`config.mk`:
```
export PLATFORM = sky130hd
export DESIGN_NAME = ysyx_22050710_ctrl_flat
export DESIGN_NICKNAME = d
export VERILOG_FILES = /design/src/rtl/ysyx_22050710_ctrl_pkg.sv /design/src/rtl/ysyx_22050710_ctrl_if.sv /design/src/rtl/ysyx_22050710_wait_timer.sv /design/src/rtl/ysyx_22050710_ctrl.sv /design/src/flat_wrapper.sv
export SDC_FILE = /design/constraint.sdc
export NUM_CORES = 1
export LEC_CHECK = 0
export BUFFER_PORTS_ARGS = -buffer_cell sky130_fd_sc_hd__buf_2
export CAP_MARGIN = 0
export CORE_MARGIN = 1.5
export CORE_UTILIZATION = 50
export CTS_CLUSTER_SIZE = 16
export DETAILED_ROUTE_END_ITERATION = 8
export MAX_ROUTING_LAYER = met4
export PLACE_DENSITY = 0.85
export SYNTH_ARGS = -nofsm -noshare
export SYNTH_HDL_FRONTEND = slang
export SYNTH_SLANG_ARGS = --single-unit
```
`constraint.sdc`:
```
create_clock -name i_clk -period 5 [get_ports i_clk]
set_input_delay 1 -clock i_clk [delete_from_list [all_inputs] [get_ports i_clk]]
set_output_delay 1 -clock i_clk [all_outputs]
set_load 0.1 [all_outputs]
```
`src/rtl/ysyx_22050710_ctrl_pkg.sv`:
```
`default_nettype none
// =============================================================================
// Module   : ysyx_22050710_ctrl_pkg
// Brief    : State encoding, halt causes and decoder code points for the
//            multi-cycle sequencing controller.
// Revision : 1.0
// =============================================================================
package ysyx_22050710_ctrl_pkg;

    typedef enum logic [2:0] {
        ST_IDLE   = 3'd0,
        ST_FETCH  = 3'd1,
        ST_DECODE = 3'd2,
        ST_EXEC   = 3'd3,
        ST_MEM    = 3'd4,
        ST_WB     = 3'd5,
        ST_HALT   = 3'd6
    } ctrl_state_e;

    localparam logic [1:0] c_cause_none    = 2'b00;
    localparam logic [1:0] c_cause_ebreak  = 2'b01;
    localparam logic [1:0] c_cause_invalid = 2'b10;
    localparam logic [1:0] c_cause_timeout = 2'b11;

    localparam logic [3:0] c_exctr_ebreak = 4'b1110;

    // ALUctr code points routed to the multi-cycle mul/div unit
    localparam logic [4:0] c_md_lo0 = 5'b01010;
    localparam logic [4:0] c_md_hi0 = 5'b01110;
    localparam logic [4:0] c_md_lo1 = 5'b11001;
    localparam logic [4:0] c_md_hi1 = 5'b11011;

    function automatic logic is_muldiv(input logic [4:0] aluctr);
        return ((aluctr >= c_md_lo0) && (aluctr <= c_md_hi0)) ||
               ((aluctr >= c_md_lo1) && (aluctr <= c_md_hi1));
    endfunction

endpackage
`default_nettype wire

```
`src/rtl/ysyx_22050710_ctrl_if.sv`:
```
`default_nettype none
// =============================================================================
// Module   : ysyx_22050710_ctrl_if
// Brief    : Handshake / decoder / enable bundle between the controller
//            (master) and the rest of the core (slave).
// Revision : 1.0
// =============================================================================
interface ysyx_22050710_ctrl_if;
    logic       o_ifu_req;
    logic       i_ifu_valid;
    logic       o_inst_latch;
    logic       i_is_invalid_inst;
    logic [3:0] i_exctr;
    logic [4:0] i_aluctr;
    logic       i_memre;
    logic       i_memwr;
    logic       o_lsu_req;
    logic       i_lsu_ack;
    logic       o_md_start;
    logic       i_md_done;
    logic       o_pc_we;
    logic       o_reg_we_en;
    logic       o_csr_we_en;
    logic       o_halt;
    logic [1:0] o_halt_cause;
    logic [2:0] o_state;

    modport master (
        output o_ifu_req, o_inst_latch, o_lsu_req, o_md_start,
               o_pc_we, o_reg_we_en, o_csr_we_en, o_halt, o_halt_cause, o_state,
        input  i_ifu_valid, i_is_invalid_inst, i_exctr, i_aluctr,
               i_memre, i_memwr, i_lsu_ack, i_md_done
    );

    modport slave (
        input  o_ifu_req, o_inst_latch, o_lsu_req, o_md_start,
               o_pc_we, o_reg_we_en, o_csr_we_en, o_halt, o_halt_cause, o_state,
        output i_ifu_valid, i_is_invalid_inst, i_exctr, i_aluctr,
               i_memre, i_memwr, i_lsu_ack, i_md_done
    );
endinterface
`default_nettype wire

```
`src/rtl/ysyx_22050710_wait_timer.sv`:
```
`default_nettype none
// =============================================================================
// Module   : ysyx_22050710_wait_timer
// Brief    : 8-bit handshake wait counter; terminal flag at TIMEOUT-1.
// Revision : 1.0
// =============================================================================
module ysyx_22050710_wait_timer #(
    parameter int TIMEOUT = 255
) (
    input  wire  i_clk,
    input  wire  i_rst_n,
    input  wire  i_clear,
    input  wire  i_enable,
    output logic o_terminal
);

    localparam logic [7:0] c_terminal = 8'(TIMEOUT - 1);

    logic [7:0] r_count;

    always_ff @(posedge i_clk or negedge i_rst_n) begin
        if (!i_rst_n) begin
            r_count <= '0;
        end else if (i_clear) begin
            r_count <= '0;
        end else if (i_enable && !o_terminal) begin
            r_count <= r_count + 8'd1;
        end
    end

    assign o_terminal = (r_count == c_terminal);

endmodule
`default_nettype wire

```
`src/rtl/ysyx_22050710_ctrl.sv`:
```
`default_nettype none
// =============================================================================
// Module   : ysyx_22050710_ctrl
// Brief    : Multi-cycle FETCH/DECODE/EXEC/MEM/WB sequencer with halt on
//            ebreak, invalid instruction or bus timeout.
//            Mul/div sequencing enabled by YSYX_22050710_MULDIV_EN.
// Revision : 1.0
// =============================================================================
module ysyx_22050710_ctrl
    import ysyx_22050710_ctrl_pkg::*;
#(
    parameter int TIMEOUT = 255
) (
    input  wire                          i_clk,
    input  wire                          i_rst_n,
    ysyx_22050710_ctrl_if.master         bus
);

    ctrl_state_e r_state;
    ctrl_state_e w_next;
    logic [1:0]  r_cause;
    logic [1:0]  w_next_cause;

    logic w_wait_state;
    logic w_handshake;
    logic w_terminal;
    logic w_is_md;
    logic w_md_start;
    logic w_md_wait;
    logic w_md_illegal;

    assign w_is_md      = is_muldiv(bus.i_aluctr);
    assign w_wait_state = (r_state == ST_FETCH) || (r_state == ST_MEM);
    assign w_handshake  = (r_state == ST_FETCH) ? bus.i_ifu_valid : bus.i_lsu_ack;

    // Counter is held clear outside FETCH/MEM, so every entry starts at zero
    ysyx_22050710_wait_timer #(
        .TIMEOUT (TIMEOUT)
    ) u_wait_timer (
        .i_clk      (i_clk),
        .i_rst_n    (i_rst_n),
        .i_clear    (!w_wait_state),
        .i_enable   (w_wait_state && !w_handshake),
        .o_terminal (w_terminal)
    );

`ifdef YSYX_22050710_MULDIV_EN
    logic r_md_started;

    always_ff @(posedge i_clk or negedge i_rst_n) begin
        if (!i_rst_n) begin
            r_md_started <= 1'b0;
        end else begin
            r_md_started <= (r_state == ST_EXEC);
        end
    end

    assign w_md_start   = (r_state == ST_EXEC) && w_is_md && !r_md_started;
    assign w_md_wait    = w_is_md && !bus.i_md_done;
    assign w_md_illegal = 1'b0;
`else
    logic w_unused_md_done;

    assign w_unused_md_done = bus.i_md_done;
    assign w_md_start       = 1'b0;
    assign w_md_wait        = 1'b0;
    assign w_md_illegal     = w_is_md;
`endif

    always_ff @(posedge i_clk or negedge i_rst_n) begin
        if (!i_rst_n) begin
            r_state <= ST_IDLE;
            r_cause <= c_cause_none;
        end else begin
            r_state <= w_next;
            r_cause <= w_next_cause;
        end
    end

    always_comb begin
        w_next       = r_state;
        w_next_cause = r_cause;
        unique case (r_state)
            ST_IDLE: w_next = ST_FETCH;
            ST_FETCH: begin
                if (bus.i_ifu_valid) begin
                    w_next = ST_DECODE;
                end else if (w_terminal) begin
                    w_next       = ST_HALT;
                    w_next_cause = c_cause_timeout;
                end
            end
            ST_DECODE: begin
                if (bus.i_is_invalid_inst) begin
                    w_next       = ST_HALT;
                    w_next_cause = c_cause_invalid;
                end else if (bus.i_exctr == c_exctr_ebreak) begin
                    w_next       = ST_HALT;
                    w_next_cause = c_cause_ebreak;
                end else if (w_md_illegal) begin
                    w_next       = ST_HALT;
                    w_next_cause = c_cause_invalid;
                end else begin
                    w_next = ST_EXEC;
                end
            end
            ST_EXEC: begin
                if (!w_md_wait) begin
                    w_next = (bus.i_memre || bus.i_memwr) ? ST_MEM : ST_WB;
                end
            end
            ST_MEM: begin
                if (bus.i_lsu_ack) begin
                    w_next = ST_WB;
                end else if (w_terminal) begin
                    w_next       = ST_HALT;
                    w_next_cause = c_cause_timeout;
                end
            end
            ST_WB:   w_next = ST_FETCH;
            ST_HALT: w_next = ST_HALT;
            default: w_next = ST_IDLE;
        endcase
    end

    assign bus.o_ifu_req    = (r_state == ST_FETCH);
    assign bus.o_inst_latch = (r_state == ST_FETCH) && bus.i_ifu_valid;
    assign bus.o_lsu_req    = (r_state == ST_MEM);
    assign bus.o_md_start   = w_md_start;
    assign bus.o_pc_we      = (r_state == ST_WB);
    assign bus.o_reg_we_en  = (r_state == ST_WB);
    assign bus.o_csr_we_en  = (r_state == ST_WB);
    assign bus.o_halt       = (r_state == ST_HALT);
    assign bus.o_halt_cause = r_cause;
    assign bus.o_state      = r_state;

endmodule
`default_nettype wire
```
`src/flat_wrapper.sv`:
```
// flat-port wrapper written by rule: the top's interface ports become plain ports
module ysyx_22050710_ctrl_flat import ysyx_22050710_ctrl_pkg::*;
#(
    parameter int TIMEOUT = 255
)
  (i_clk, i_rst_n, bus_o_ifu_req, bus_o_inst_latch, bus_o_lsu_req, bus_o_md_start, bus_o_pc_we, bus_o_reg_we_en, bus_o_csr_we_en, bus_o_halt, bus_o_halt_cause, bus_o_state, bus_i_ifu_valid, bus_i_is_invalid_inst, bus_i_exctr, bus_i_aluctr, bus_i_memre, bus_i_memwr, bus_i_lsu_ack, bus_i_md_done);
  ysyx_22050710_ctrl_if bus_i ();
  input  wire i_clk;
  input  wire i_rst_n;
  output wire logic [$bits(bus_i.o_ifu_req)-1:0] bus_o_ifu_req;
  output wire logic [$bits(bus_i.o_inst_latch)-1:0] bus_o_inst_latch;
  output wire logic [$bits(bus_i.o_lsu_req)-1:0] bus_o_lsu_req;
  output wire logic [$bits(bus_i.o_md_start)-1:0] bus_o_md_start;
  output wire logic [$bits(bus_i.o_pc_we)-1:0] bus_o_pc_we;
  output wire logic [$bits(bus_i.o_reg_we_en)-1:0] bus_o_reg_we_en;
  output wire logic [$bits(bus_i.o_csr_we_en)-1:0] bus_o_csr_we_en;
  output wire logic [$bits(bus_i.o_halt)-1:0] bus_o_halt;
  output wire logic [$bits(bus_i.o_halt_cause)-1:0] bus_o_halt_cause;
  output wire logic [$bits(bus_i.o_state)-1:0] bus_o_state;
  input wire logic [$bits(bus_i.i_ifu_valid)-1:0] bus_i_ifu_valid;
  input wire logic [$bits(bus_i.i_is_invalid_inst)-1:0] bus_i_is_invalid_inst;
  input wire logic [$bits(bus_i.i_exctr)-1:0] bus_i_exctr;
  input wire logic [$bits(bus_i.i_aluctr)-1:0] bus_i_aluctr;
  input wire logic [$bits(bus_i.i_memre)-1:0] bus_i_memre;
  input wire logic [$bits(bus_i.i_memwr)-1:0] bus_i_memwr;
  input wire logic [$bits(bus_i.i_lsu_ack)-1:0] bus_i_lsu_ack;
  input wire logic [$bits(bus_i.i_md_done)-1:0] bus_i_md_done;
  assign bus_o_ifu_req = bus_i.o_ifu_req;
  assign bus_o_inst_latch = bus_i.o_inst_latch;
  assign bus_o_lsu_req = bus_i.o_lsu_req;
  assign bus_o_md_start = bus_i.o_md_start;
  assign bus_o_pc_we = bus_i.o_pc_we;
  assign bus_o_reg_we_en = bus_i.o_reg_we_en;
  assign bus_o_csr_we_en = bus_i.o_csr_we_en;
  assign bus_o_halt = bus_i.o_halt;
  assign bus_o_halt_cause = bus_i.o_halt_cause;
  assign bus_o_state = bus_i.o_state;
  assign bus_i.i_ifu_valid = bus_i_ifu_valid;
  assign bus_i.i_is_invalid_inst = bus_i_is_invalid_inst;
  assign bus_i.i_exctr = bus_i_exctr;
  assign bus_i.i_aluctr = bus_i_aluctr;
  assign bus_i.i_memre = bus_i_memre;
  assign bus_i.i_memwr = bus_i_memwr;
  assign bus_i.i_lsu_ack = bus_i_lsu_ack;
  assign bus_i.i_md_done = bus_i_md_done;
  ysyx_22050710_ctrl #(.TIMEOUT(TIMEOUT)) u_core (.i_clk(i_clk), .i_rst_n(i_rst_n), .bus(bus_i));
endmodule
```
==> results of run 1 <==
cells by family (layout without fill, tap and decap cells):
group	count (synthesis)	count (layout)	share of synthesized area, %
AOI/OAI and AO/OA	35	35	25.0
xor gates and xnor gates	1	1	0.931
adders and majority gates	2	2	2.66
buffers and inverters	14	36	8.38
DFF	13	13	34.6
muxes	2	2	2.66
other	1	1	0.399
and+or+nand+nor	41	41	25.4
worst max-delay path, stage by stage, from the launching register on:
cell	delay, ns
dfrtp_1	0.53
or3b_1	0.48
inv_2	0.12
and2_1	0.12
buf_2	0.41
registers in the layout (all words and copies together) (netlist names):
register and cells:
u_core.bus.o_halt_cause 2, u_core.bus.o_state 3, u_core.u_wait_timer.r_count 8
cells in the final DEF (no fill, tap or decap), types with 2 or more instances in the layout:
master,netlist,routed
a211oi_1,4,4
a21oi_1,9,9
and2_1,3,3
buf_2,0,27
clkbuf_4,0,3
dfrtp_1,13,13
ha_1,2,2
inv_1,4,4
nand2_1,6,6
nand3_1,3,3
nand4_1,2,2
nor2_1,5,5
nor2b_1,3,3
nor3_1,2,2
o21ai_0,7,7
o31ai_1,4,4
or2_2,3,3
or3_1,3,3
or4_1,3,3
per-stage QoR:
stage / power, mW / instance area [um2] / instances / util (%)
floorplan: 0.609 / 946 / 109 / -
global placement: 0.653 / 1050 / 152 / 60.3
detailed placement: 0.660 / 1050 / 152 / 60.3
CTS: 0.726 / 1080 / 156 / 61.8
global route: 0.764 / 1080 / 156 / 61.8
finish: 0.721 / 1080 / 156 / 61.8
area by class of cell:
class	count	area, um2	share of cell area (%)
multi-input cells	82	542	50.2
flip-flops and latches	13	325	30.2
repair buffers	27	135	12.5
well taps	25	31.3	2.90
clock buffers	4	26.3	2.44
inverters	5	18.8	1.74
worst max-delay path by stage:
| stage | start | end | slack, ns |
|---|---|---|---|
| global placement | bus_i_ifu_valid | bus_o_inst_latch | 2.32 |
| CTS | u_core.bus.o_state[1] | bus_o_inst_latch | 2.04 |
| detailed placement | bus_i_ifu_valid | bus_o_inst_latch | 2.31 |
| finish | u_core.bus.o_state[1] | bus_o_inst_latch | 2.06 |
| floorplan | u_core.bus.o_state[2] | bus_o_pc_we | 0.96 |
| global route | u_core.bus.o_state[1] | bus_o_inst_latch | 1.94 |
power breakdown:
part,total [mW],switching (mW),internal (mW)
sequential,0.171,0.0419,0.129
clock,0.0640,0.0331,0.0310
combinational,0.486,0.380,0.106
metal layers:
layer | vias up | wire length, um | GRT usage [%]
met4 | 0 | 42 | 13.1
met5 | - | 0 | -
li1 | 447 | - | -
met2 | 21 | 990 | 35.8
met3 | 6 | 85 | 5.10
met1 | 433 | 835 | 24.7
==> results.yml, run 1 <==
run_status:
  status: "finished, final reports clean"
detailed_routing:
  first_iter_violations: 12
  first_pass_iters: 4
  drt-wirelength-per-cell_um: 12.5
  ant_nets: 0
  drc: 0
  route.vias.total: 907
  vias_per_cell: 5.81
  wl_um: 1950
critical_path:
  cp.arrival_ns: 1.94
  start_kind: "register"
  reg2reg_to: "u_core.u_wait_timer.r_count[4]"
  crit_type: "register to output port"
  r2r_start: "u_core.bus.o_state[1]"
  r2r_cells: 5
  path_max_fanout: 15
  crit_required_ns: 4.00
  worst_setup_path_end_kind: "output port"
  reg2reg_slack_ns: 2.80
clocking:
  cts_buffers: 3
  post-cts-setup-buffers: 0
  cts.path.max_buffers: 2
  cts_resized: 0
  cts.sinks: 13
  cts_tree: "yes"
  clock_latency_ns: 0.27
  hold_buffers: 0
  clkTransAtPathRegs_ns: 0.07
  clk_root_buffer_cell: "clkbuf_4"
  htreeDepth: 1
yosys:
  ys_seq_area_share_pct: 34.6
  async_flop_share_pct: 100
  syn_area_um2: 941
  ys.flop_type: "dfrtp_1"
  ys_ff_latch: 13
  synth.distinct_cells: 43
  syn-num-nets: 128
  syn_inst: 109
  yosysTopAreaCell: "dfrtp_1"
  yosys.area.top_type_share_pct: 34.6
  synth_area_per_cell_um2: 8.63
  synth_common_cells: "dfrtp_1 (13), a21oi_1 (9), o21ai_0 (7), nand2_1 (6), nor2_1 (5)"
  yosys_warnings: 0
  synth-edff-count: 0
  yosysMostFrequentCell: "dfrtp_1"
  synthTopCellsByArea: "dfrtp_1 (35%), a21oi_1 (4.8%), o21ai_0 (3.7%)"
timing:
  timing.final.crit_share_pct: 58.8
  rsz0062_at_grt: "no"
  fin_worst_skew_ns: 0.000536
  layout_setup_ws_ns: 2.06
  setup_violations: 0
  worstMarginPinSlew_ns: 0.666
  slew_headroom_pct: 55.4
  hold_ws_ns: 0.571
  max_freq_mhz: 340
  hold_viol: 0
  fin_tns_setup_ns: 0
  timing.final.crit_period_ns: 2.94
  slew_viol_final: 0
placed_design:
  gp_congestion: 0.837
  post-dp-hpwl_um: 1500
  dp_slack_ns: 2.31
  io_buffers: 27
layout:
  antenna_cells: 0
  nets: 151
  fillers: 165
  syn_to_final_growth_pct: 14.6
  drive_gt1_share_pct: 28.2
grt:
  grt_pass1_wl_um: 3240
  grt_pass1_vias: 759
  grt_util_all_layers_pct: 22.2
  overflow: 0
  antenna_found_initial: 0
  grt_max_degree: 16
floorplan:
  pin_count: 30
  die-area_um2: 2150
  die_y_um: 46.4
  initial_utilization_pct: 53.9
  rows: 15
  die_w_um: 46.4
  core_area_um2: 1750
power:
  cellPowerDensity_nw_per_um2: 669
  leakagePower_nw: 0.474
  ir_drop_v: 0.000513
hold_path:
  worstHoldPathCells: 2
  hp-start: "u_core.u_wait_timer.r_count[7]"
  hold_end: "u_core.u_wait_timer.r_count[7]"
  hold_path_class: "register to register"
run:
  max_cap_violations: 0
Note: power is estimated with default switching activity, not from simulation.
==> run 2, diff against run 1 <==
Settings changed: ABC_AREA set to 1, CORE_UTILIZATION 50 to 45, PLACE_DENSITY 0.85 to 0.8.
Clock period 5 ns to 2.6 ns, I/O delays scaled along.
==> results.yml, run 2 <==
clocking:
  htreeDepth: 1
  clkTransAtPathRegs_ns: 0.08
  clock_latency_ns: 0.28
  cts.sinks: 13
  cts_tree: "yes"
  cts.path.max_buffers: 2
  clk_root_buffer_cell: "clkbuf_4"
  post-cts-setup-buffers: 0
  cts_resized: 0
  cts_buffers: 3
  hold_buffers: 0
yosys:
  synth.distinct_cells: 23
  synth-edff-count: 0
  syn-num-nets: 156
  yosysTopAreaCell: "dfrtp_1"
  syn_area_um2: 965
  synthTopCellsByArea: "dfrtp_1 (34%), nand2_1 (16%), nand3_1 (8.3%)"
  syn_inst: 137
  synth_common_cells: "nand2_1 (41), nand3_1 (16), dfrtp_1 (13), inv_1 (12), nor2_1 (12)"
  yosys.area.top_type_share_pct: 33.7
  yosys_warnings: 0
  ys.flop_type: "dfrtp_1"
  ys_seq_area_share_pct: 33.7
  synth_area_per_cell_um2: 7.04
  yosysMostFrequentCell: "nand2_1"
  ys_ff_latch: 13
  async_flop_share_pct: 100
critical_path:
  cp.arrival_ns: 1.76
  reg2reg_slack_ns: 1.08
  crit_type: "register to output port"
  r2r_start: "u_core.u_wait_timer.r_count[0]"
  reg2reg_to: "u_core.bus.o_halt_cause[0]"
  worst_setup_path_end_kind: "output port"
  path_max_fanout: 6
  start_kind: "register"
  crit_required_ns: 2.08
  r2r_cells: 11
  worstSetupStartpoint: "u_core.bus.o_state[2]"
layout:
  drive_gt1_share_pct: 35.2
  nets: 185
  largest_reg_flops: 8
  top_register: "u_core.u_wait_timer.r_count"
  syn_to_final_growth_pct: 20.6
  final_common_cell: "nand2_1"
  final_area_um2: 1160
  antenna_cells: 0
  most-common-layout-cells: "nand2_1 (41), buf_2 (27), nand3_1 (16)"
  finish.utilization_pct: 58.7
floorplan:
  initial_utilization_pct: 48.7
  rows: 16
  die_y_um: 49.3
  pin_count: 30
  core_area_um2: 1980
  die-area_um2: 2430
  die_w_um: 49.3
timing:
  hold_viol: 0
  rsz0062_at_grt: "no"
  setup_violations: 0
  max_freq_mhz: 438
  hold_ws_ns: 0.119
  fin_worst_skew_ns: 0.00105
  slew_viol_final: 0
  timing.final.crit_share_pct: 87.9
  fin_tns_setup_ns: 0
  layout_setup_ws_ns: 0.316
  timing.final.crit_period_ns: 2.28
grt:
  grt_max_degree: 14
  grt_util_all_layers_pct: 18.6
  antenna_found_initial: 0
  overflow: 0
  grt_pass1_vias: 826
  grt_pass1_wl_um: 3420
detailed_routing:
  first_iter_violations: 6
  drc: 0
  ant_nets: 0
  route.vias.total: 945
  drt-wirelength-per-cell_um: 10.3
  first_pass_iters: 4
  wl_um: 1980
  vias_per_cell: 4.92
power:
  clkPwrFrac_pct: 8.7
  ir_drop_v: 0.000760
  p_comb_share_pct: 69.2
  pwr-share-seq_pct: 22.1
  p_int_uw: 505
  switching_share_pct: 65.7
  leakagePower_nw: 0.624
  switchingPower_uw: 966
  cellPowerDensity_nw_per_um2: 1260
placed_design:
  place_area_um2: 1140
  gp_congestion: 0.829
  io_buffers: 27
  post-dp-hpwl_um: 1560
  dp_slack_ns: 0.624
run_status:
  status: "finished, final reports clean"
hold_path:
  hold_path_class: "primary input to async pin"
run:
  max_cap_violations: 0
## run 2: cell type report
type / count / area (um2)
Multi-Input combinational cell: 105 / 568
Clock buffer: 4 / 26.3
Tap cell: 27 / 33.8
Timing Repair Buffer: 27 / 135
Fill cell: 177 / 818
Sequential cell: 13 / 334
Inverter: 16 / 66.3
## run 2: worst max path at each step
stage                       endpoint  depth (start not counted)
floorplan                bus_o_pc_we                          3
global placement    bus_o_inst_latch                          6
detailed placement  bus_o_inst_latch                          6
CTS                 bus_o_inst_latch                          6
global route        bus_o_inst_latch                          6
finish              bus_o_inst_latch                          6
## run 2: cell families (layout without fill, tap and decap cells)
| family | Yosys count | count (layout) | synth area share (%) |
|---|---|---|---|
| simple gates | 92 | 92 | 47.3 |
| buf+inv | 19 | 47 | 8.82 |
| compound gates | 6 | 6 | 3.50 |
| other cells | 1 | 1 | 0.389 |
| flops | 13 | 13 | 33.7 |
| fa+ha+maj | 2 | 2 | 2.59 |
| xor+xnor | 4 | 4 | 3.63 |
## run 2: per-stage QoR
stage | std cells | total power, mW
floorplan | 137 | 1.21
global placement | 188 | 1.34
detailed placement | 188 | 1.35
CTS | 192 | 1.48
global route | 192 | 1.55
finish | 192 | 1.47
## run 2: power by group through the flow
stage	Combinational (mW)	Clock [mW]	Sequential (mW)
detailed placement	1.02	0	0.329
CTS	1.02	0.130	0.325
floorplan	0.624	0	0.582
finish	1.02	0.127	0.325
global placement	1.01	0	0.324
global route	1.08	0.145	0.331
## run 2: metal layers
| metal | share of wire [%] | global-route usage, % |
|---|---|---|
| met4 | 1.8 | 7.14 |
| met3 | 4.0 | 3.68 |
| met2 | 49 | 31.3 |
| met1 | 45 | 21.8 |
| met5 | 0 | - |
## run 2: critical path: stages (launching register included)
cell	delay, ns
dfrtp_4	0.51
inv_2	0.15
nand2_2	0.09
nor2_4	0.13
nand2_2	0.12
clkinvlp_4	0.08
buf_2	0.41
==> run 3, diff against run 2 <==
Settings changed: BUFFER_PORTS_ARGS -buffer_cell sky130_fd_sc_hd__buf_2 to -buffer_cell sky130_fd_sc_hd__buf_4.
==> results.yml, run 3 (synthesis results as in run 2) <==
timing:
  max_freq_mhz: 465
  fin_worst_skew_ns: 0.00349
  rsz0062_at_grt: "no"
  hold_viol: 0
  slew_viol_final: 0
  fin_tns_setup_ns: 0
  setup_violations: 0
  timing.final.crit_share_pct: 82.8
  timing.final.crit_period_ns: 2.15
  layout_setup_ws_ns: 0.448
grt:
  antenna_found_initial: 0
  grt_util_all_layers_pct: 19.7
  overflow: 0
  grt_pass1_wl_um: 3600
  grt_pass1_vias: 874
  grt_max_degree: 14
detailed_routing:
  drc: 0
  first_pass_iters: 4
  first_iter_violations: 10
  ant_nets: 0
  vias_per_cell: 4.81
  wl_um: 2040
  route.vias.total: 923
  drt-wirelength-per-cell_um: 10.6
clocking:
  post-cts-setup-buffers: 0
  cts_resized: 0
  htreeDepth: 1
  cts_tree: "yes"
  clk_root_buffer_cell: "clkbuf_4"
  cts_buffers: 3
  clkTransAtPathRegs_ns: 0.08
  hold_buffers: 0
  cts.sinks: 13
  clock_latency_ns: 0.28
  cts.path.max_buffers: 2
layout:
  final_area_um2: 1230
  fillers: 177
  largest_reg_flops: 8
  syn_to_final_growth_pct: 27.6
  antenna_cells: 0
  nets: 185
  most-common-layout-cells: "nand2_1 (41), buf_4 (27), nand3_1 (16)"
  final_common_cell: "nand2_1"
  multi_input_area_um2: 568
  drive_gt1_share_pct: 35.2
  regArea_um2: 334
  top_register: "u_core.u_wait_timer.r_count"
  finalNonFillerCells: 192
floorplan:
  die-area_um2: 2430
  initial_utilization_pct: 48.7
  die_y_um: 49.3
  rows: 16
  core_area_um2: 1980
  die_w_um: 49.3
  pin_count: 30
critical_path:
  crit_required_ns: 2.08
  crit_type: "register to output port"
  path_max_fanout: 6
  cp.arrival_ns: 1.63
  worst_setup_path_end_kind: "output port"
  start_kind: "register"
power:
  cellPowerDensity_nw_per_um2: 1240
  ir_drop_v: 0.000730
  power.total_mw: 1.52
  leakagePower_nw: 0.642
placed_design:
  dpl.cell_count: 188
  io_buffers: 27
  dp_slack_ns: 0.763
  post-dp-hpwl_um: 1650
  gp_congestion: 0.833
  place_area_um2: 1200
run:
  max_cap_violations: 0
run_status:
  status: "finished, final reports clean"
hold_path:
  hold_path_class: "primary input to async pin"
run 3: cell count changes in the layout (fill, tap and decap cells not counted):
| cell | delta |
|---|---|
| buf_4 | +27 |
| buf_2 | -27 |
run 3: worst paths after layout:
check                                                       to  cells past startpoint  slack [ns]                      startpoint
worst min register to register      u_core.bus.o_halt_cause[1]                      2        0.48      u_core.bus.o_halt_cause[1]
max in group asynchronous                u_core.bus.o_state[2]                      1        2.35                         i_rst_n
min in group i_clk                  u_core.bus.o_halt_cause[1]                      2        0.48      u_core.bus.o_halt_cause[1]
worst max-delay path                          bus_o_inst_latch                      6        0.45           u_core.bus.o_state[2]
worst min-delay path            u_core.u_wait_timer.r_count[6]                      1        0.07                         i_rst_n
worst max register to register      u_core.bus.o_halt_cause[0]                     11        1.07  u_core.u_wait_timer.r_count[0]
run 3: where the power goes:
| group | switching, mW | internal (mW) |
|---|---|---|
| Sequential | 0.0616 | 0.263 |
| Clock | 0.0660 | 0.0596 |
| Combinational | 0.845 | 0.230 |
run 3: worst max-delay path, stage by stage, from the launching register on:
cell and delay, ns:
dfrtp_4 0.50, inv_2 0.15, nand2_2 0.10, nor2_4 0.13, nand2_2 0.12, clkinvlp_4 0.08, buf_4 0.27
run 3: final cells by class:
type	instances	share of cell area (%)
multi-input combinational	105	46.1
sequential	13	27.1
timing repair buffer	27	16.5
inverter	16	5.39
tap	27	2.74
clock buffer	4	2.13
run 3: stage by stage:
stage                     utilization, %  hold slack [ns]
after detailed placement            60.8            0.377
final                               62.1           0.0686
after global placement              60.8            0.376
after global routing                62.1           0.0617
after CTS                           62.1           0.0669
after floorplan                        -            0.224
run 3: layer usage:
layer  up-vias  track usage, %  wire [um]
met5         -               -          0
met4         0            7.62         13
met3         2            6.44        109
met2        23            31.1       1030
met1       412            23.1        886
li1        486               -          -
